$ cat config.mk
export PLATFORM = sky130hd
export DESIGN_NAME = stump_uart_tx
export DESIGN_NICKNAME = d
export VERILOG_FILES = /design/src/rtl/stump_uart_tx.sv
export SDC_FILE = /design/constraint.sdc
export NUM_CORES = 1
export LEC_CHECK = 0
export ABC_AREA = 1
export BUFFER_PORTS_ARGS = -buffer_cell sky130_fd_sc_hd__buf_2
export CAP_MARGIN = 25
export CORE_ASPECT_RATIO = 0.75
export CORE_MARGIN = 1
export CORE_UTILIZATION = 30
export DETAILED_ROUTE_END_ITERATION = 6
export HOLD_SLACK_MARGIN = 0.05
export SLEW_MARGIN = 30
export SYNTH_ARGS = -nofsm -noshare
export SYNTH_HDL_FRONTEND = slang
export SYNTH_SLANG_ARGS = --single-unit
$ cat constraint.sdc
create_clock -name clk -period 2.72 [get_ports clk]
set_input_delay 0.272 -clock clk [delete_from_list [all_inputs] [get_ports clk]]
set_output_delay 0.272 -clock clk [all_outputs]
set_load 0.02 [all_outputs]
$ cat src/rtl/stump_uart_tx.sv
// stump_uart_tx: memory-mapped 8N1 serial transmitter on the Stump data bus.
// TXDATA at BASE_ADDR pushes a byte into a small FIFO; STATUS at BASE_ADDR+1
// reports FIFO/transmitter state and clears the sticky overflow flag.
module stump_uart_tx #(
  parameter logic [15:0] BASE_ADDR  = 16'hFF00,
  parameter int          FIFO_DEPTH = 4,
  parameter int          BAUD_DIV   = 16
) (
  input  logic        clk,
  input  logic        rst,
  input  logic [15:0] address,
  input  logic [15:0] data_out,
  input  logic        mem_wen,
  input  logic        mem_ren,
  output logic [15:0] rd_data,
  output logic        hit,
  output logic        txd,
  output logic        tx_busy
);
  localparam int PW = (FIFO_DEPTH > 1) ? $clog2(FIFO_DEPTH) : 1;
  localparam int CW = $clog2(FIFO_DEPTH + 1);
  localparam int BW = (BAUD_DIV > 1) ? $clog2(BAUD_DIV) : 1;

  typedef enum logic [1:0] {IDLE, START, DATA, STOP} state_t;

  state_t          state, state_nx;
  logic [7:0]      mem [FIFO_DEPTH];
  logic [PW-1:0]   wr_ptr, rd_ptr;
  logic [CW-1:0]   count;
  logic            overflow;
  logic [BW-1:0]   baud_cnt, cnt_nx;
  logic [2:0]      bit_idx, idx_nx;
  logic [7:0]      shifter, sh_nx;
  logic            txd_q, txd_nx;
  logic            pop;

  // Bus decode
  logic sel_data, sel_stat, full, empty, push, accept, ovf_set, ovf_clr, cnt_end;
  assign sel_data = (address == BASE_ADDR);
  assign sel_stat = (address == BASE_ADDR + 16'd1);
  assign full     = (count == CW'(FIFO_DEPTH));
  assign empty    = (count == '0);
  assign push     = mem_wen && sel_data;
  // A pop on the same edge frees a slot, so a push into a full FIFO still lands
  assign accept   = push && (!full || pop);
  assign ovf_set  = push && full && !pop;
  assign ovf_clr  = mem_wen && sel_stat && data_out[3];
  assign cnt_end  = (baud_cnt == BW'(BAUD_DIV - 1));

  assign hit     = (mem_ren || mem_wen) && (sel_data || sel_stat);
  assign rd_data = (mem_ren && sel_stat) ?
                   {8'h00, 4'(count), overflow, (state != IDLE), empty, full} : 16'h0000;
  assign txd     = txd_q;
  assign tx_busy = (state != IDLE) || !empty;

  // FIFO storage; contents need no reset since count gates every read
  always_ff @(posedge clk) begin
    if (accept) mem[wr_ptr] <= data_out[7:0];
  end

  // FIFO pointers, occupancy and sticky overflow (set beats clear)
  always_ff @(posedge clk or posedge rst) begin
    if (rst) begin
      wr_ptr   <= '0;
      rd_ptr   <= '0;
      count    <= '0;
      overflow <= 1'b0;
    end else begin
      if (accept) wr_ptr <= wr_ptr + PW'(1);
      if (pop)    rd_ptr <= rd_ptr + PW'(1);
      if (accept && !pop)      count <= count + CW'(1);
      else if (!accept && pop) count <= count - CW'(1);
      if (ovf_set)      overflow <= 1'b1;
      else if (ovf_clr) overflow <= 1'b0;
    end
  end

  // FSM state register and serial datapath
  always_ff @(posedge clk or posedge rst) begin
    if (rst) begin
      state    <= IDLE;
      baud_cnt <= '0;
      bit_idx  <= '0;
      shifter  <= '0;
      txd_q    <= 1'b1;
    end else begin
      state    <= state_nx;
      baud_cnt <= cnt_nx;
      bit_idx  <= idx_nx;
      shifter  <= sh_nx;
      txd_q    <= txd_nx;
    end
  end

  // Next-state, pop and next txd; txd is loaded only on slot boundaries
  always_comb begin
    state_nx = state;
    pop      = 1'b0;
    txd_nx   = txd_q;
    idx_nx   = bit_idx;
    sh_nx    = shifter;
    cnt_nx   = (state == IDLE || cnt_end) ? '0 : baud_cnt + BW'(1);
    case (state)
      IDLE: begin
        txd_nx = 1'b1;
        if (!empty) begin
          pop      = 1'b1;
          sh_nx    = mem[rd_ptr];
          state_nx = START;
          txd_nx   = 1'b0;
        end
      end
      START: if (cnt_end) begin
        state_nx = DATA;
        idx_nx   = 3'd0;
        txd_nx   = shifter[0];
      end
      DATA: if (cnt_end) begin
        sh_nx  = {1'b0, shifter[7:1]};
        idx_nx = bit_idx + 3'd1;
        if (bit_idx == 3'd7) begin
          state_nx = STOP;
          txd_nx   = 1'b1;
        end else begin
          txd_nx = shifter[1];
        end
      end
      STOP: if (cnt_end) begin
        // Back-to-back frames: reload straight into START with no idle slot
        if (!empty) begin
          pop      = 1'b1;
          sh_nx    = mem[rd_ptr];
          state_nx = START;
          txd_nx   = 1'b0;
        end else begin
          state_nx = IDLE;
          txd_nx   = 1'b1;
        end
      end
      default: state_nx = IDLE;
    endcase
  end
endmodule
After elaboration in Yosys (flattened, before gate mapping)
Memory sizes are Yosys's and may differ from the RTL's. Cells that the tools add are included.

Logic and storage cells: 90. Output and inout port bits: 19. Memories: 1. Register bits after elaboration: 26. RAM bits: 32.

Memory list: mem (words 4, bits a word 8, rd ports 1, clocked after memory_dff 0, write ports 1, line 27) `logic [7:0] mem [FIFO_DEPTH];`.

Multiplexer cells: 31. Reduce and logical (&&, ||, !) cells: 30. Add/subtract/negate cells: 6. Eq/ne operators: 13.

Operators with widths (number): == test 16 bit (second input constant) (2); two-way mux 8 bit (3); case mux 8 bit (3 select lines) (1); two-way mux 1 bit (12); two-way mux 3 bit (4); logical AND 1 bit (10); two-way mux 2 bit (5); inequality test 2 bit (second input constant) (5); AND reduction 3 bit (3); case mux 2 bit (4 select lines) (1); nonzero test 2 bit (4); two-way mux 7 bit (1); adder 3 x 1 -> 3 bit (second input constant) (2); == test 3 bit (second input constant) (2); case mux 3 bit (2 select lines) (1); logical OR 1 bit (5); AND reduction 5 bit (1); adder 2 x 1 -> 2 bit (second input constant) (2); adder 4 x 1 -> 4 bit (second input constant) (1); == test 2 bit (second input constant) (2); == test 4 bit (second input constant) (1); zero test 1 bit (4); two-way mux 4 bit (1); case mux 1 bit (4 select lines) (1); 6 further kinds (6).

Logic depth before layout (Yosys ltp)
Gate-level depths: netlist (run 1).

Depth in word-level cells: 10. Gate-level depth with buffers: 14. Mapped depth without buffers: 14.

Worst setup path after synthesis (run 1)
Ideal clock, no wire load.

Path type: flip-flop to flip-flop. Start: register state[0]. End: register count[2]. Arrival time: 2.225 ns. Library setup time: 0.131 ns. Setup slack: 0.365 ns. Period minus slack after synthesis: 2.355 ns. Data required time: 2.589 ns. Cell stages (with the launch flop): 14. Cell sequence: dfrtp_1 -> inv_1 -> ha_1 -> inv_1 -> nand4_4 -> nand2_4 -> nand2_2 -> inv_1 -> ha_1 -> inv_1 -> fa_1 -> a21oi_1 -> o21ai_0 -> xor2_1.

Word-level cells in the longest chain between the ends: 7. Elaborated cells between the ends (all ways): 11. Those cells by class: eq/ne: 1; mux: 2; reduce/logical: 8.

RTL lines: start, declared (line 26) `state_t state, state_nx;`; start signal, assigned (line 87) `state <= state_nx;`; == test 2 bit or zero test 2 bit (tied branches) (line 103) `case (state)`; case mux 1 bit (2 select lines) * (line 103); logical OR 1 bit * (line 45) `assign accept = push && (!full || pop);`; logical AND 1 bit * (line 45); via accept (line 38) `logic sel_data, sel_stat, full, empty, push, accept, ovf_set, ovf_clr, cnt_end;`; zero test 1 bit (line 72) `else if (!accept && pop) count <= count - CW'(1);`; logical AND 1 bit (line 72); nonzero test 2 bit (no line); end signal, assigned (line 71) `if (accept && !pop) count <= count + CW'(1);`; end signal, assigned (line 72); end, declared (line 29) `logic [CW-1:0] count;`.

The timed path passes the listed nets; every way through them passes the cells marked *. A chain may end at the register's enable or synchronous reset.

Worst setup path after layout (run 1)
Same ends and word-level chain as after synthesis.

==> results.md, run 1 <==
* Status: complete, no violations
* Logic pwr share at 2.3%
* Worst-path fanout max at 7
* CTS HTree Levels at 3
* CTS tree: done
* Internal power at 1.84 mW
* Part of the power in registers at 41.3%
* Total global routing overflow at 0
* Clock slew at reported path FFs at 50 ps
* Root Driver: clkbuf_16
* Number of antenna violations at the first check in global routing at 0
* Flop-to-flop setup slack at 200 ps
* GP Congestion at 0.761
* Ports at 55
* Hold Crit Class: primary input to flip-flop
* Psw at 0.416 mW
* Final hold slack at 170 ps
* Ys Warns at 0
* Die area at 10,300 sq um
* Area growth syn-to-layout at 22.7%
* Fin. Hold Viols at 0
* Fmax achieved at 398 MHz
* Max cap viols at 0
* Synthesized area per cell at 9.45 sq um
* Sw frac at 18.5%
* Final nets at 413
* Worst setup path endpoint: count[2]
* Synthesized flop and latch total at 58
* WL met3 at 220 microns
* Final Max Tran Viols at 0
* Min Tclk post-route at 2520 ps
* Count of final setup violators at 0
* Final ANT Viol Nets at 0
* Tcrit/Tclk final at 92.5%
* CTS max path bufs at 2
* Share of post-route cells with drive strength above 1 at 21.5%
* Tot Pwr at 2.26 mW
* Max-slew headroom at 62.4%
* Pwr dens at 620 nW/um^2
* Synth area leaders: edfxtp_1 (32%), dfrtp_1 (21%), nor2_1 (7.6%)
* RSZ-0062 raised after global routing: no
* Die Y at 88.1 microns
* Clock power share at 56.5%
* Largest net degree at the start of global routing at 27
* Post-route insts no fill at 499
* R2R Path End: count[2]
* Clock skew at 6.34 ps
* Detail Route met2 WL at 2640 microns
* Number of different library cells in the post-synthesis netlist at 32
* IO buf count at 37
* TNS Setup at 0 ps
* Mapped Cells at 314
* Placed Area at 3290 sq um
* HPWL after DPL at 4080 microns
* Pre-antenna DRT Iters at 4
* Startpoint types: flip-flop
* DRC at 0
* Vias per cell at 4.31
* LEAKAGE at 1.64 nW
* Initial core utilization at 30.8%
* Core box area at 9620 sq um
* CP arrival at 2710 ps
* Synthesized area at 2970 sq um
* Sequential fraction of the synthesis area at 54.4%
* CP Class: flip-flop to flip-flop
* Sink Count at 58
* CP required at 2910 ps
* Inserted Clock Buffers at 9
* Critical path launch point: state[0]
* Worst R2R Path Depth at 13
* # rows at 31
* Peak VDD IR at 0.442 mV
* Vias in the first global route at 2,022
* Placed cell count at 482
* DRT iter0 DRCs at 90
* Final Instance Area at 3640 sq um
* Drt wl/cell at 11.5 microns
* Routed WL at 5760 microns
* First-pass GRT wire length at 9810 microns
* Number of diodes at 0
* Skew-Pair Late Insertion Delay at 320 ps
* Worst setup EP type: flip-flop
* Layout fillers at 984
* Post-CTS setup buffer count at 0
* Die width at 117 microns
* Least-Margin Pin Slew at 563 ps
* Post-synth top area share at 32.4%
* Post_cts resized at 0
* Cell taking the most area after synthesis: edfxtp_1
* Worst r2r src: state[0]
* Top Metal Used: met4
* Gr usage total at 12.8%
* Vias at 2,153
* Metal-1 WL at 2870 microns
[state kept, by name, summed over array words and instances, names as in the netlist]
name / cells
txd: 1
state: 2
wr_ptr: 2
overflow: 1
count: 3
baud_cnt: 4
bit_idx: 3
shifter: 8
mem: 32
rd_ptr: 2
[worst min path at each step]
stage | from | to | slack, ps | cells past startpoint
2_1_floorplan | rst | baud_cnt[0] | 310 | 1
3_3_place_gp | baud_cnt[0] | baud_cnt[0] | 450 | 1
3_5_place_dp | rst | count[1] | 370 | 2
4_1_cts | data_out[5] | mem[2][5] | 150 | 1
5_1_grt | data_out[5] | mem[1][5] | 160 | 1
6_report | data_out[2] | mem[0][2] | 170 | 1
[power groups by stage]
| stage | clock (mW) | combinational, mW | sequential (mW) |
|---|---|---|---|
| floorplan | 0 | 0.0326 | 0.947 |
| global placement | 0 | 0.0494 | 0.947 |
| detailed placement | 0 | 0.0510 | 0.947 |
| CTS | 1.30 | 0.0522 | 0.930 |
| global route | 1.34 | 0.0601 | 0.929 |
| finish | 1.27 | 0.0510 | 0.930 |
[worst max-delay path, stage by stage, from the launching register on]
cell     delay (ps)
dfrtp_1         440
inv_1           130
ha_1            330
inv_1           140
nand4_4         140
nand2_4          90
nand2_2         100
inv_1            70
ha_1            130
inv_1            60
fa_1            370
a21oi_1         140
o21ai_0         110
xor2_1          160
[placed cells by master (no fill, tap or decap), types with 2 or more instances in the layout]
master and n:
nor2_1 60, nand2_1 56, buf_2 37, edfxtp_1 32, inv_1 30, dfrtp_1 25
o21ai_0 24, nand3_1 19, ha_1 14, conb_1 9, clkbuf_16 9, buf_4 7
a21oi_1 6, nand2_2 6, xor2_1 3, o211ai_1 3, bufinv_16 3, inv_2 2
inv_4 2, xnor2_1 2, or2_2 2, clkinvlp_4 2
[metrics by stage]
stage	setup slack [ps]	util, %
6_report	205	37.8
3_3_place_gp	241	34.2
5_1_grt	37.4	37.8
4_1_cts	197	37.8
2_1_floorplan	365	-
3_5_place_dp	207	34.2
[area by class of cell]
| type | count | area, sq um | share of cell area, % |
|---|---|---|---|
| Clock buffer | 9 | 225 | 6.19 |
| Clock inverter | 7 | 118 | 3.23 |
| Inverter | 34 | 133 | 3.64 |
| Multi-Input combinational cell | 214 | 1140 | 31.3 |
| Sequential cell | 58 | 1610 | 44.3 |
| Tap cell | 132 | 165 | 4.54 |
| Timing Repair Buffer | 45 | 248 | 6.81 |
[synth_stat cells]
cell	n
a21oi_1	6
buf_2	3
buf_4	11
buf_6	1
clkbuf_1	1
conb_1	1
dfrtp_1	25
dfstp_2	1
edfxtp_1	32
fa_1	1
ha_1	14
inv_1	31
inv_2	1
inv_4	2
nand2_1	56
nand2_2	6
nand2_4	1
nand3_1	19
nand3_4	1
nand3b_1	1
nand4_4	1
nor2_1	60
nor2_2	1
nor2_4	1
nor2_8	1
nor3_2	1
o211ai_1	3
o21ai_0	24
o31ai_1	1
or2_2	2
xnor2_1	2
xor2_1	3
[routing by layer]
layer,up-vias,global-route usage [%]
met1,1000,17.3
met4,0,4.49
li1,1097,-
met5,-,0
met3,2,3.94
met2,54,19.6
[cell families after synthesis]
kind of cell               synth area share (%)
other                                     0.126
and+or+nand+nor                            23.1
adders and majority gates                  6.58
xor gates and xnor gates                   1.48
AOI/OAI and AO/OA                          6.07
DFF                                        54.4
buffers and inverters                      8.27
[what timing repair did]
| item | in CTS | in global routing |
|---|---|---|
| hold endpoints to repair | 25 | 0 |
| setup endpoints to repair | 0 | 0 |
| hold buffers | 1 | 0 |
Power figures use the tool's default switching activity.
==> run 2: changes to the inputs <==
--- a/config.mk
+++ b/config.mk
@@ -6,7 +6,7 @@
 export NUM_CORES = 1
 export LEC_CHECK = 0
 export ABC_AREA = 1
-export BUFFER_PORTS_ARGS = -buffer_cell sky130_fd_sc_hd__buf_2
+export BUFFER_PORTS_ARGS = -buffer_cell sky130_fd_sc_hd__clkbuf_2
 export CAP_MARGIN = 25
 export CORE_ASPECT_RATIO = 0.75
 export CORE_MARGIN = 1
==> results.md, run 2 (same netlist as run 1, synthesis figures left out) <==
* Status: complete, no violations
* CP most frequent cell: inv_1
* GP Congestion at 0.763 (+0.26%)
* CP required at 2920 ps (about the same)
* Fin. Hold Viols at 0 (unchanged)
* Worst R2R Path Depth at 13 (unchanged)
* Crit path cell chain: inv_1, ha_1, inv_1, nand4_4, nand2_4, nand2_2, inv_1, ha_1, inv_1, fa_1, a21oi_1, o21ai_0, xor2_1
* Most frequent cells in the layout: nor2_1 (60), nand2_1 (56), clkbuf_2 (37)
* Setup ws final at 225 ps (+20.5 ps)
* Fmax achieved at 401 MHz (+0.82%)
* Hold depth at 1 (unchanged)
* Initial core utilization at 30.8% (unchanged)
* Tcrit/Tclk final at 91.7% (-0.75 points)
* Pre-CTS setup slack at 175 ps (-31.4 ps)
* LEAKAGE at 1.66 nW (+0.99%)
* # rows at 31 (unchanged)
* CTS HTree Levels at 3 (unchanged)
* Drt wl/cell at 11.5 microns (-0.17%)
* Die Y at 88.1 microns (unchanged)
* Least-Margin Pin Slew at 565 ps (+1.99 ps)
* Worst-path fanout max at 7 (unchanged)
* Die width at 117 microns (unchanged)
* Critical path launch point: state[0]
* Worst setup path endpoint: count[2]
* Die area at 10,300 sq um (unchanged)
* Max FFs per register at 32 (unchanged)
* Max-slew headroom at 62.3% (-0.13 points)
* Hold Crit Class: primary input to flip-flop
* Pre-antenna DRT Iters at 4 (unchanged)
* Peak VDD IR at 0.397 mV (-10%)
* Hold Crit Start: data_out[5]
* Sink Count at 58 (unchanged)
* Vias at 2,148 (-0.23%)
* Area growth syn-to-layout at 23.5%
* DRC at 0 (unchanged)
* Max stage delay on crit path at 440 ps (about the same)
* Total global routing overflow at 0 (unchanged)
* CP max stage cell: dfrtp_2
* RSZ-0062 raised after global routing: no
* Clock slew at reported path FFs at 50 ps (about the same)
* Core box area at 9620 sq um (unchanged)
* Vias in the first global route at 2,093 (+3.5%)
* Share of post-route cells with drive strength above 1 at 21.8% (+0.27 points)
* HPWL after DPL at 4150 microns (+1.5%)
* Commonest non-fill, non-tap cell in the layout: nor2_1
* Vias per cell at 4.30 (-0.23%)
* CTS max path bufs at 2 (unchanged)
* Buf+Inv Stages, Crit Path at 4 (unchanged)
* Largest net degree at the start of global routing at 27 (unchanged)
* Number of antenna violations at the first check in global routing at 0 (unchanged)
* R2R Path End: count[2]
* Min Tclk post-route at 2490 ps (-20.5 ps)
* Worst r2r src: state[0]
* Clock skew at 4.87 ps (-1.47 ps)
* TNS Setup at 0 ps (unchanged)
* First-pass GRT wire length at 9760 microns (-0.49%)
* Crit path depth at 13 (unchanged)
* CTS tree: done
* Biggest register: mem
* Final Max Tran Viols at 0 (unchanged)
* Flop-to-flop setup slack at 230 ps (+20 ps)
* Max cap viols at 0 (unchanged)
* Routed WL at 5750 microns (-0.17%)
* Final ANT Viol Nets at 0 (unchanged)
* Layout fillers at 970 (-1.4%)
* DRT iter0 DRCs at 75 (-17%)
* Number of diodes at 0 (unchanged)
* Count of final setup violators at 0 (unchanged)
* Gr usage total at 12.8% (-0.041 points)
* IO buf count at 37 (unchanged)
* Inserted Clock Buffers at 9 (unchanged)
* Ports at 55 (unchanged)
* Startpoint types: flip-flop
* Top delay family on crit path: adder cells
* Top flop regs: mem (32), shifter (8), baud_cnt (4)
* Root Driver: clkbuf_16
* Worst setup EP type: flip-flop
* CP arrival at 2690 ps (-20 ps)
* Pwr dens at 642 nW/um^2 (+3.7%)
* CP Class: flip-flop to flip-flop
* Skew-Pair Late Insertion Delay at 320 ps (about the same)
* Final nets at 413 (unchanged)
==> run 2: power by group <==
group	switching [mW]	internal [mW]
clock	0.387	0.986
sequential	0.0000370	0.930
combinational	0.0335	0.0172
total	0.421	1.93
==> run 2: worst min path at each step <==
stage	slack, ps	endpoint
floorplan	310	baud_cnt[0]
global placement	450	baud_cnt[0]
detailed placement	350	state[0]
CTS	150	mem[0][5]
global route	160	mem[0][5]
finish	160	mem[3][5]
==> run 2: worst register-to-register path, delay by kind of cell, from the launching register on <==
kind | cells | cell delay (ps)
adders and majority gates | 3 | 770
xor gates and xnor gates | 1 | 160
buffers and inverters | 4 | 420
DFF | 1 | 440
AOI/OAI and AO/OA | 2 | 250
and+or+nand+nor | 3 | 330
==> run 2: timing repair <==
action | CTS | global route
setup buffers | 0 | 0
endpoints found under the setup margin | 0 | 1
hold endpoints to repair | 25 | 0
hold buffers | 1 | 0
gates resized for setup | 0 | 1
==> run 2: layer usage <==
metal	track usage (%)	vias up	routed length, microns
li1	-	1091	-
met2	20.3	49	2660
met4	5.29	0	80
met3	3.74	10	205
met1	16.5	998	2800
met5	0	-	0
==> run 2: layout make-up <==
| class | instances | area, sq um | share of cell area (%) |
|---|---|---|---|
| Timing Repair Buffer | 45 | 248 | 6.76 |
| Sequential cell | 58 | 1610 | 44.0 |
| Clock buffer | 9 | 225 | 6.15 |
| Tap cell | 132 | 165 | 4.51 |
| Clock inverter | 7 | 141 | 3.86 |
| Multi-Input combinational cell | 214 | 1140 | 31.1 |
| Inverter | 34 | 133 | 3.62 |
==> run 2: metrics by stage <==
step           instances  hold slack, ps  total power [mW]  util, %  instance area [sq um]
2_1_floorplan        322             311             0.979        -                   3000
3_3_place_gp         482             451             0.996     34.2                   3290
3_5_place_dp         482             346             0.997     34.2                   3290
4_1_cts              499             154              2.38     38.1                   3660
5_1_grt              499             159              2.42     38.1                   3660
6_report             499             159              2.35     38.1                   3660
==> run 3: changes to the inputs <==
--- a/config.mk
+++ b/config.mk
@@ -5,7 +5,6 @@
 export SDC_FILE = /design/constraint.sdc
 export NUM_CORES = 1
 export LEC_CHECK = 0
-export ABC_AREA = 1
 export BUFFER_PORTS_ARGS = -buffer_cell sky130_fd_sc_hd__clkbuf_2
 export CAP_MARGIN = 25
 export CORE_ASPECT_RATIO = 0.75
==> results.md, run 3 <==
* Drt wl/cell at 12.9 microns (+12%)
* Gr usage total at 11.3% (-1.5 points)
* First-pass GRT wire length at 8230 microns (-16%)
* Internal power at 1.75 mW (-9.4%)
* Skew-Pair Late Insertion Delay at 320 ps (about the same)
* Synthesized area per cell at 13.8 sq um (+46%)
* Sink Count at 58 (unchanged)
* Share of post-route cells with drive strength above 1 at 32.8% (+11 points)
* Startpoint types: flip-flop
* CP most frequent cell: ha_1
* Pre-antenna DRT Iters at 4 (unchanged)
* Crit path cell chain: ha_1, a41oi_1, o21a_1, and4bb_1, ha_1, inv_1, fa_1, mux2_2
* Synthesized flop and latch total at 58 (unchanged)
* Fin. Hold Viols at 0 (unchanged)
* Number of diodes at 0 (unchanged)
* CTS tree: done
* Die width at 113 microns (-2.9%)
* Max-slew headroom at 62.0% (-0.23 points)
* Inserted Clock Buffers at 9 (unchanged)
* Total global routing overflow at 0 (unchanged)
* Final Max Tran Viols at 0 (unchanged)
* CTS max path bufs at 2 (unchanged)
* Fmax achieved at 402 MHz (+0.20%)
* Post-route insts no fill at 384 (-23%)
* Top delay family on crit path: adder cells
* Max FFs per register at 32 (unchanged)
* Tcrit/Tclk final at 91.5% (-0.19 points)
* GP Congestion at 0.758 (-0.60%)
* Vias in the first global route at 1,605 (-23%)
* IO buf count at 37 (unchanged)
* DRC at 0 (unchanged)
* Logic pwr share at 2.7% (+0.5 points)
* DRT iter0 DRCs at 94 (+25%)
* Part of the power in registers at 43.6% (+4.1 points)
* Sequential fraction of the synthesis area at 57.8% (+3.4 points)
* Core box area at 9050 sq um (-6.0%)
* CP required at 2930 ps (about the same)
* Sw frac at 19.0% (+1.2 points)
* Tot Pwr at 2.16 mW (-8.1%)
* Worst setup EP type: flip-flop
* Count of final setup violators at 0 (unchanged)
* Clock skew at 6.72 ps (+1.85 ps)
* Min Tclk post-route at 2490 ps (-5.05 ps)
* Root Driver: clkbuf_16
* Worst-path fanout max at 5 (-2)
* Synth area leaders: edfxtp_1 (34%), dfrtp_1 (22%), mux4_2 (6.5%)
* RSZ-0062 raised after global routing: no
* Area growth syn-to-layout at 23.6% (about the same)
* Routed WL at 4940 microns (-14%)
* Pwr dens at 627 nW/um^2 (-2.5%)
* Final nets at 303 (-27%)
* Number of different library cells in the post-synthesis netlist at 49 (+53%)
* Post-synth top cells: edfxtp_1 (32), dfrtp_1 (25), ha_1 (14), nor2_1 (13)
* Most frequent cells in the layout: clkbuf_2 (37), edfxtp_1 (32), dfrtp_1 (25)
* Post_cts resized at 0 (unchanged)
* Top-count cell post-synth: edfxtp_1
* Placed cell count at 368 (-24%)
* Die Y at 85.6 microns (-2.9%)
* Cell taking the most area after synthesis: edfxtp_1
* # rows at 30 (-3.2%)
* CP Class: flip-flop to flip-flop
* HPWL after DPL at 3560 microns (-14%)
* Peak VDD IR at 0.304 mV (-23%)
* Post-synth ARST share at 44.8% (unchanged)
* Final ANT Viol Nets at 0 (unchanged)
* Die area at 9700 sq um (-5.7%)
* Max stage delay on crit path at 420 ps (-20 ps)
* Biggest register: mem
* Clock power share at 53.7% (-4.6 points)
* Initial core utilization at 30.9% (+0.031 points)
* CP arrival at 2700 ps (about the same)
* Hold Crit Class: primary input to flip-flop
* LEAKAGE at 1.41 nW (-15%)
* TNS Setup at 0 ps (unchanged)
* Number of synthesized flops with an enable pin at 32 (unchanged)
* Final core occ at 38.1% (+0.048 points)
* Max cap viols at 0 (unchanged)
* Buf+Inv Stages, Crit Path at 1 (-3)
* CTS HTree Levels at 3 (unchanged)
* Top flop regs: mem (32), shifter (8), baud_cnt (4)
* Ports at 55 (unchanged)
* Ys Warns at 0 (unchanged)
* Number of antenna violations at the first check in global routing at 0 (unchanged)
* Least-Margin Pin Slew at 569 ps (+4.31 ps)
* Clock slew at reported path FFs at 50 ps (about the same)
* Vias per cell at 4.50 (+4.5%)
* Synthesized area at 2790 sq um (-5.9%)
* Vias at 1,728 (-20%)
* Mapped Cells at 202 (-36%)
* Commonest non-fill, non-tap cell in the layout: clkbuf_2
* Largest net degree at the start of global routing at 27 (unchanged)
* Status: complete, no violations
* Post-synth top area share at 34.4% (+2.0 points)
* CP max stage cell: dfrtp_1
* Psw at 0.412 mW (-2.2%)
* Ys flop type: edfxtp_1
[run 3: cell types whose count changed in the layout (fill, tap and decap cells not counted), sizes merged, moves of 4 or more]
cell,change
nor3,+4
nor2,-50
o21ai,-20
inv,-25
mux2i,+7
and2,+10
nand2,-58
mux4,+8
nand3,-17
[run 3: cell families (layout without fill, tap and decap cells)]
group	Yosys count	after routing	share of synthesized area, %
multiplexers	18	18	10.3
flip-flops	58	58	57.8
adder cells (fa/ha/maj)	15	15	6.99
XOR/XNOR	7	7	2.20
buffers and inverters	25	71	4.88
AO/OA/AOI/OAI	28	28	7.03
other	1	9	0.134
AND/OR/NAND/NOR	50	50	10.7
[run 3: path summary, 6_finish.rpt]
path,start,end,slack (ps),depth (start not counted)
hold / removal,address[0],overflow,140,2
setup reg to reg,state[0],count[1],230,8
hold reg to reg,baud_cnt[0],baud_cnt[0],490,1
min in group asynchronous,rst,overflow,530,3
setup / recovery,state[0],count[1],230,8
max in group asynchronous,rst,txd,1800,3
[run 3: cell type report]
class / instances / area [sq um]
Fill cell: 848 / 5600
Sequential cell: 58 / 1610
Multi-Input combinational cell: 127 / 1070
Timing Repair Buffer: 47 / 263
Clock buffer: 9 / 225
Tap cell: 128 / 160
Clock inverter: 6 / 82.6
Inverter: 9 / 33.8
[run 3: timing repair]
action	in CTS	in global routing
endpoints found under the hold margin	25	0
buffers inserted	0	0
hold buffers	1	0
[run 3: per-layer routing]
layer  vias to the layer above  GRT usage [%]  wire length (microns)
met5                         -              0                      0
met4                         0           4.31                     69
met3                         9           4.52                    224
met2                        46           16.7                   2230
met1                       851           15.0                   2410
li1                        822              -                      -
[run 3: power by group through the flow]
stage	Sequential, mW	Clock (mW)	Combinational, mW
2_1_floorplan	0.957	0	0.0397
3_3_place_gp	0.958	0	0.0576
3_5_place_dp	0.958	0	0.0594
4_1_cts	0.942	1.18	0.0607
5_1_grt	0.943	1.22	0.0674
6_report	0.942	1.16	0.0592
[run 3: stage by stage]
step | worst slack [ps] | instance area [sq um] | hold slack (ps)
floorplan | 141 | 2820 | 311
global placement | 170 | 3130 | 479
detailed placement | 158 | 3130 | 346
CTS | 210 | 3450 | 136
global route | 45.9 | 3450 | 148
finish | 230 | 3450 | 139
